`src/rtl/cache_refill_arbiter.sv`:
```
// Arbitrates the single AXI read channel between the I-cache and D-cache refill FSMs:
// one INCR line-fill burst per grant, R beats steered combinationally to the winner.
module cache_refill_arbiter #(
    parameter int          ADDR_W     = 32,
    parameter int          DATA_W     = 32,
    parameter int          LINE_BEATS = 16,
    parameter logic [3:0]  ID_I       = 4'd0,
    parameter logic [3:0]  ID_D       = 4'd1
) (
    input  logic              clk,
    input  logic              rstn,

    input  logic              i_r_req,
    input  logic [ADDR_W-1:0] i_r_addr,
    output logic              i_r_rdy,
    output logic [DATA_W-1:0] i_r_data,
    output logic              i_r_dvalid,
    output logic              i_r_dlast,
    input  logic              i_r_dready,

    input  logic              d_r_req,
    input  logic [ADDR_W-1:0] d_r_addr,
    output logic              d_r_rdy,
    output logic [DATA_W-1:0] d_r_data,
    output logic              d_r_dvalid,
    output logic              d_r_dlast,
    input  logic              d_r_dready,

    output logic              arvalid,
    input  logic              arready,
    output logic [ADDR_W-1:0] araddr,
    output logic [3:0]        arid,
    output logic [7:0]        arlen,
    output logic [2:0]        arsize,
    output logic [1:0]        arburst,

    input  logic              rvalid,
    output logic              rready,
    input  logic [DATA_W-1:0] rdata,
    input  logic              rlast,
    input  logic [1:0]        rresp,
    output logic              rerr
);

    localparam int OFF_W = $clog2(LINE_BEATS * DATA_W / 8);
    localparam int CNT_W = $clog2(LINE_BEATS);
    localparam logic [ADDR_W-1:0] LINE_MASK = {ADDR_W{1'b1}} << OFF_W;

    typedef enum logic [1:0] {
        S_IDLE = 2'd0,
        S_AR   = 2'd1,
        S_R    = 2'd2
    } state_e;

    typedef enum logic {
        G_I = 1'b0,
        G_D = 1'b1
    } grant_e;

    state_e            state_q, state_d;
    grant_e            grant_q, grant_d;
    grant_e            last_grant_q, last_grant_d;
    grant_e            pick;
    logic [ADDR_W-1:0] araddr_q, araddr_d;
    logic [CNT_W-1:0]  beat_cnt_q, beat_cnt_d;
    logic              rerr_q, rerr_d;
    logic              r_ready;

    // NOTE: state registers use non-blocking assignments only, so every flop samples
    // the pre-edge value of its neighbours regardless of statement order.
    always_ff @(posedge clk or negedge rstn) begin
        if (!rstn) begin
            state_q      <= S_IDLE;
            grant_q      <= G_I;
            last_grant_q <= G_D;
            araddr_q     <= '0;
            beat_cnt_q   <= '0;
            rerr_q       <= 1'b0;
        end else begin
            state_q      <= state_d;
            grant_q      <= grant_d;
            last_grant_q <= last_grant_d;
            araddr_q     <= araddr_d;
            beat_cnt_q   <= beat_cnt_d;
            rerr_q       <= rerr_d;
        end
    end

    // NOTE: every variable written below gets a default first, so no path through
    // the case statement can leave one unassigned and infer a latch.
    always_comb begin
        state_d      = state_q;
        grant_d      = grant_q;
        last_grant_d = last_grant_q;
        araddr_d     = araddr_q;
        beat_cnt_d   = beat_cnt_q;
        rerr_d       = rerr_q;
        pick         = G_I;
        r_ready      = 1'b0;
        arvalid      = 1'b0;
        i_r_rdy      = 1'b0;
        d_r_rdy      = 1'b0;
        i_r_dvalid   = 1'b0;
        i_r_dlast    = 1'b0;
        d_r_dvalid   = 1'b0;
        d_r_dlast    = 1'b0;

        case (state_q)
            S_IDLE: begin
                if (i_r_req || d_r_req) begin
                    // On a tie, favour the cache that did not win last time.
                    if (i_r_req && d_r_req) begin
                        pick = (last_grant_q == G_I) ? G_D : G_I;
                    end else begin
                        pick = d_r_req ? G_D : G_I;
                    end
                    grant_d      = pick;
                    last_grant_d = pick;
                    araddr_d     = ((pick == G_D) ? d_r_addr : i_r_addr) & LINE_MASK;
                    state_d      = S_AR;
                end
            end

            S_AR: begin
                arvalid = 1'b1;
                if (arready) begin
                    i_r_rdy = (grant_q == G_I);
                    d_r_rdy = (grant_q == G_D);
                    state_d = S_R;
                end
            end

            S_R: begin
                if (grant_q == G_D) begin
                    r_ready    = d_r_dready;
                    d_r_dvalid = rvalid;
                    d_r_dlast  = rlast;
                end else begin
                    r_ready    = i_r_dready;
                    i_r_dvalid = rvalid;
                    i_r_dlast  = rlast;
                end
                if (rvalid && r_ready) begin
                    beat_cnt_d = beat_cnt_q + CNT_W'(1);
                    if (rresp != 2'b00) begin
                        rerr_d = 1'b1;
                    end
                    // rlast alone terminates the burst; the beat count is informational.
                    if (rlast) begin
                        beat_cnt_d = '0;
                        state_d    = S_IDLE;
                    end
                end
            end

            default: begin
                state_d = S_IDLE;
            end
        endcase
    end

    assign rready   = r_ready;
    assign i_r_data = rdata;
    assign d_r_data = rdata;
    assign araddr   = araddr_q;
    assign arid     = (grant_q == G_D) ? ID_D : ID_I;
    assign arlen    = 8'(LINE_BEATS - 1);
    assign arsize   = 3'($clog2(DATA_W / 8));
    assign arburst  = 2'b01;
    assign rerr     = rerr_q;

endmodule

```
`config.mk`:
```
export PLATFORM = sky130hd
export DESIGN_NAME = cache_refill_arbiter
export DESIGN_NICKNAME = d
export VERILOG_FILES = /design/src/rtl/cache_refill_arbiter.sv
export SDC_FILE = /design/constraint.sdc
export NUM_CORES = 1
export LEC_CHECK = 0
export CAP_MARGIN = 30
export CORE_MARGIN = 10
export CORE_UTILIZATION = 30
export CTS_CLUSTER_SIZE = 14
export DETAILED_ROUTE_END_ITERATION = 8
export GPL_TIMING_DRIVEN = 0
export PLACE_DENSITY = 0.89
export SLEW_MARGIN = 0
export SYNTH_ARGS = -nofsm -noshare
export SYNTH_HDL_FRONTEND = slang
export SYNTH_SLANG_ARGS = --single-unit
```
`constraint.sdc`:
```
create_clock -name clk -period 4.3 [get_ports clk]
set_input_delay 0.43 -clock clk [delete_from_list [all_inputs] [get_ports clk]]
set_output_delay 0.43 -clock clk [all_outputs]
set_load 0.01 [all_outputs]
```
==> flow_summary.yaml <==
route:
  detail_route.first_pass.iterations: 4
  detail_route.iter0.violations: 25
  final_antenna_net_count: 0
  routedWlPerCell_um: 16.7
  vias_per_cell: 3.99
  via_count: 1965
  count_of_unresolved_drc_violations_after_routing: 0
  postRouteWirelength_um: 8260
place:
  gp_congestion: 0.820
  port_buffers: 162
  detailed_place_hpwl_um: 7250
clocking:
  cts_htree_levels: 2
  post_cts_buffers: 0
  cts_resized: 0
  cts_num_sinks: 31
  root_buffer: "sky130_fd_sc_hd__clkbuf_8"
  clk_pin_slew_ps: 70
  cts_inserted_buffers: 5
  clk_latency_ps: 270
  clock_path_buffers: 2
  tritoncts_clock_tree: "built"
  cts_hold_repair.buffers: 0
floorplan:
  die_y_um: 109
  rows: 32
  fp.dieArea_mm2: 0.0119
  coreArea_mm2: 0.00773
  start_util: 0.308
  top_level_ports: 229
  dieWidth_um: 109
grt:
  pin_count_of_the_biggest_net_entering_global_routing: 32
  grt_usage: 0.130
  number_of_antenna_violations_at_the_first_check_in_global_routing: 0
  via_count_of_the_first_global_routing_pass: 2299
  first_pass_grt_wire_length_um: 12200
  overflow: 0
synthesis:
  yosysUniqueCellTypes: 22
  synthesis.area_mm2: 0.00238
  synth-edff-count: 0
  portion_of_the_post_synthesis_area_used_by_sequential_elements: 0.326
  netlist_instances: 201
  yosysWarningCount: 0
  synthArstFlopShare: 1.00
  post_synth.cell_area_avg_um2: 11.8
  number_of_synthesized_register_bits: 31
  primary_ff_master_synth: "sky130_fd_sc_hd__dfrtp_1"
critical_path:
  path_max_fanout: 7
  reg2reg_depth: 5
  startpoint_type_of_the_worst_setup_path: "register"
  setup.reg_to_reg.worst_slack_ps: 2660
  worst_path_max_delay_cell: "sky130_fd_sc_hd__clkdlybuf4s50_1"
  timing.critical_path.required_ps: 3870
  timing.critical_path.arrival_ps: 1780
  worst-setup-path-type: "register to primary output"
  endpoint_kind: "primary output"
  crit_chain: "nor2b_1 > and3_1 > clkdlybuf4s50_1"
  crit_path_max_incr_delay_ps: 550
timing:
  timing.final.crit_share: 0.515
  max_freq_mhz: 452
  report.final.slew_viol_count: 0
  timing.clock.skew_ps: 3.04
  finalSetupViolCount: 0
  worst_pin_slew_ps: 713
  post-route-min-period_ps: 2210
  slew_headroom: 0.524
  totalNegativeSetupSlack_ps: 0
  hold_viol: 0
  grt_setup_unrepaired: "no"
finish:
  final-seq-area_um2: 777
  multiInputGateArea_um2: 946
  layout.core_utilization: 0.555
  fill_cells: 643
  fraction_of_final_layout_cells_with_drive_strength_greater_than_1: 0.396
  nNetsFinal: 497
  antenna_cells: 0
  flow.area_growth_from_synthesis_pct: 80.2
power_and_ir_drop:
  power.density_mw_per_mm2: 438
  vdd.ir_drop.worst_v: 0.000166
  static-leakage-power_nw: 2.02
flow_run:
  drv_cap: 0
min_path:
  min_path_type: "input port to asynchronous set/reset pin"
run_status:
  run_status: "complete, no violations"
-- critical path, delay by kind of cell (launching register included) --
family        cells  cell delay [ps]
simple gates      2              570
flops             1              390
buf+inv           1              550
-- sequential cells by signal, indices dropped and copies added (netlist names) --
signal        cells
araddr           26
state_q           2
grant_q           1
last_grant_q      1
rerr              1
-- power by group --
group          internal (mW)  switching, mW  total [mW]
clock network          0.129          0.104       0.233
registers              0.446         0.0874       0.534
logic                  0.720          0.392        1.11
-- cell usage in the layout, fill, tap and decap left out --
cell and count:
sky130_fd_sc_hd__nand2b_1 1, sky130_fd_sc_hd__clkinv_2 1, sky130_fd_sc_hd__buf_12 2, sky130_fd_sc_hd__mux2_4 36
sky130_fd_sc_hd__dfstp_2 1, sky130_fd_sc_hd__inv_1 3, sky130_fd_sc_hd__nor3_1 1, sky130_fd_sc_hd__buf_4 88
sky130_fd_sc_hd__nor2b_1 2, sky130_fd_sc_hd__buf_6 1, sky130_fd_sc_hd__mux2i_1 2, sky130_fd_sc_hd__and2_1 1
sky130_fd_sc_hd__conb_1 22, sky130_fd_sc_hd__and3_1 6, sky130_fd_sc_hd__a21o_1 1, sky130_fd_sc_hd__clkbuf_8 6
sky130_fd_sc_hd__dfrtp_1 30, sky130_fd_sc_hd__o2111ai_1 1, sky130_fd_sc_hd__a21bo_1 1, sky130_fd_sc_hd__nand3_1 1
sky130_fd_sc_hd__nor2_1 1, sky130_fd_sc_hd__buf_2 3, sky130_fd_sc_hd__clkbuf_1 1, sky130_fd_sc_hd__a22o_1 1
sky130_fd_sc_hd__mux2_2 17, sky130_fd_sc_hd__clkdlybuf4s50_1 161
-- synthesized netlist by cell type (2+ instances only) --
library cell / instances / area [um^2]
sky130_fd_sc_hd__mux2i_1: 2 / 20.0
sky130_fd_sc_hd__dfrtp_1: 30 / 751
sky130_fd_sc_hd__conb_1: 2 / 7.51
sky130_fd_sc_hd__inv_1: 3 / 11.3
sky130_fd_sc_hd__and3_1: 6 / 37.5
sky130_fd_sc_hd__buf_4: 88 / 661
sky130_fd_sc_hd__nor2b_1: 2 / 12.5
sky130_fd_sc_hd__mux2_2: 17 / 191
sky130_fd_sc_hd__buf_12: 2 / 40.0
sky130_fd_sc_hd__mux2_4: 36 / 541
sky130_fd_sc_hd__buf_2: 2 / 10.0
-- worst paths after layout --
kind / start / to
worst min-delay path: rstn / araddr[18]
max in group asynchronous: rstn / araddr[28]
worst max register to register: last_grant_q / araddr[19]
min in group clk: last_grant_q / last_grant_q
worst min register to register: last_grant_q / last_grant_q
worst max-delay path: state_q[0] / i_r_dvalid
-- kinds of logic (layout without fill, tap and decap cells) --
| group | Yosys count | in the layout | share of synthesized area |
|---|---|---|---|
| buffers and inverters | 96 | 266 | 0.308 |
| AND/OR/NAND/NOR | 13 | 13 | 0.0321 |
| multiplexers | 55 | 55 | 0.316 |
| flip-flops | 31 | 31 | 0.326 |
| other | 2 | 22 | 0.00315 |
| AO/OA/AOI/OAI | 4 | 4 | 0.0147 |
-- stage by stage --
step	instances	total power, mW	hold WS (ps)	instance area [um^2]	setup slack [ps]
floorplan	221	1.13	134	2460	2740
global placement	485	1.64	448	4210	2100
detailed placement	485	1.67	460	4200	2140
CTS	493	1.91	224	4290	2070
global route	493	2.00	256	4290	1960
finish	493	1.88	207	4290	2090
-- routing by layer --
layer  GRT usage  share of wire
met1       0.116           0.32
met2       0.232           0.49
met3      0.0962           0.19
met4      0.0254         0.0061
met5           0              0
-- cell type report --
class | count | share of cell area
Clock inverter | 1 | 0.00117
Inverter | 3 | 0.00262
Buffer | 93 | 0.168
Multi-Input combinational cell | 94 | 0.220
Tap cell | 102 | 0.0297
Clock buffer | 7 | 0.0201
Timing Repair Buffer | 162 | 0.377
Sequential cell | 31 | 0.181
Power figures use the tool's default switching activity.
==> patch: new RTL, same flow settings <==
Make the reset (`rstn`) synchronous in one clocked block.
--- a/src/rtl/cache_refill_arbiter.sv
+++ b/src/rtl/cache_refill_arbiter.sv
@@ -70,3 +70,3 @@
     // the pre-edge value of its neighbours regardless of statement order.
-    always_ff @(posedge clk or negedge rstn) begin
+    always_ff @(posedge clk) begin
         if (!rstn) begin
Behaviour: differs if rstn is asserted again (counterexample within 4 cycles, from zero or initial values and one cycle with rstn low); with rstn held inactive, the same outputs for 10 cycles.
==> patch against the unedited design <==
Via count is 24% higher. Worst setup slack better by 0.013 ns. Sequential cell count stayed put. First-iteration DRC count is 110% higher. Cell area is 2.4% lower. Synthesized area is 5.5% lower. Routed wire length is 11% higher. Critical path type unchanged.
Power is not compared: it rests on default switching activity, and its combinational part moved more than twofold at a synthesized area within 25%.
==> patch: results (changes against the unedited design) <==
stage;metric;value;unit;change
run_status;outcome;complete, no violations;;
min_path;hold-critical path depth;2;;
place;Post-DP HPWL;7.783;mm;+7.4%
place;Placer Congestion;0.7707;;-6.0%
global_routing;vias in the first global route;2669;;+16%
place;Place WS;2.130;ns;-0.01090 ns
routing;post-DR wirelength/cell;16.33;µm;-2.5%
routing;initial drt markers;52;;+110%
cells_and_area;ANT cells;0;;unchanged
synthesis;async set-reset flop share out of synthesis;0;%;-100 points
setup_path;Critical path origin;grant_q$_SDFFE_PN0P_;;
cells_and_area;Nets;570;;+15%
routing;final wirelength;9.196;mm;+11%
cells_and_area;max reg flops;26;;unchanged
pwr;Max rail drop VDD;0.1450;mV;
sta;Final Critical Period;2.200;ns;-0.01317 ns
synthesis;Synth area leaders;buf_4 (29%), dfxtp_1 (28%), a311oi_2 (13%);;
sta;slew of the pin with the lowest slew margin;0.7896;ns;+0.07609 ns
routing;vias;2432;;+24%
place;Placed Instances;555;;+14%
synthesis;Synth top cells by count;buf_4 (88), nand2_1 (57), dfxtp_1 (31);;
synthesis;Main synth FF type;dfxtp_1;;
cells_and_area;Syn-to-layout area delta;86.15;%;
place;Buffers on Ports;162;;unchanged
global_routing;GR Util All Layers;15.10;%;+2.1 points
setup_path;capture point of the worst reg-to-reg path;araddr[14]$_SDFFE_PN0P_;;
setup_path;delay of the slowest critical-path stage;0.49;ns;-0.06 ns
setup_path;critical path fanouts, max;8;;+1
cells_and_area;FILL cells;640;;-0.47%
setup_path;crit path to;rready;;
sta;Layout Skew;0.003315;ns;+0.0002745 ns
place;dpl cell area;4070;µm²;-3.1%
global_routing;largest net degree at the start of global routing;11;;-66%
clock_tree;Max H-tree Level;2;;unchanged
pwr;leakage;1.779;nW;
sta;final hold violation count;0;;unchanged
synthesis;library cells used by synthesis;25;;+14%
cells_and_area;layout cell share with drive strength beyond 1;27.37;%;-12 points
clock_tree;root buffer cell;clkbuf_8;;
setup_path;Crit Reg-Reg Startpoint;last_grant_q$_SDFFE_PN1P_;;
synthesis;Seq/Total Area, Yosys;27.59;%;-5.0 points
pwr;Reg power frac;31.0;%;
min_path;hold crit path type;reg2reg;;
synthesis;syn_area_per_cell;8.210;µm²;-31%
synthesis;synth warn;0;;unchanged
global_routing;first-pass GRT wire length;14.01;mm;+15%
pwr;Final Power;1.104;mW;
sta;Hold WS;0.4552;ns;+0.2480 ns
setup_path;flop-to-flop setup slack;2.72;ns;+0.06 ns
patch: metal layers:
layer | share of wire, % | up-vias | GRT usage, %
li1 | - | 1199 | -
met1 | 35 | 1104 | 13.81
met2 | 52 | 125 | 28.75
met3 | 13 | 4 | 8.443
met4 | 0.30 | 0 | 2.611
met5 | 0 | - | 0
patch: critical path: cells and delay by family, from the launching register on:
kind,cells,cell delay (ns)
buf+inv,2,0.77
mux,1,0.31
simple gates,1,0.07
flops,1,0.35
patch: kinds of logic (layout without fill, tap and decap cells):
logic type             Yosys count  after routing  synth area share [%]
AND/OR/NAND/NOR                 73             73                 13.46
AO/OA/AOI/OAI                   62             62                 24.42
flip-flops                      31             31                 27.59
buffers and inverters          105            275                 33.76
other                            2             22                0.3338
multiplexers                     1              1                0.4450
patch: final cells by class:
type                    count  area share [%]
repair buffers            162           38.72
clock inverters             2          0.8366
flip-flops and latches     31           14.82
inverters                   1         0.08963
well taps                  99           2.958
multi-input cells         158           22.56
plain buffers             104           18.05
clock buffers               6           1.972
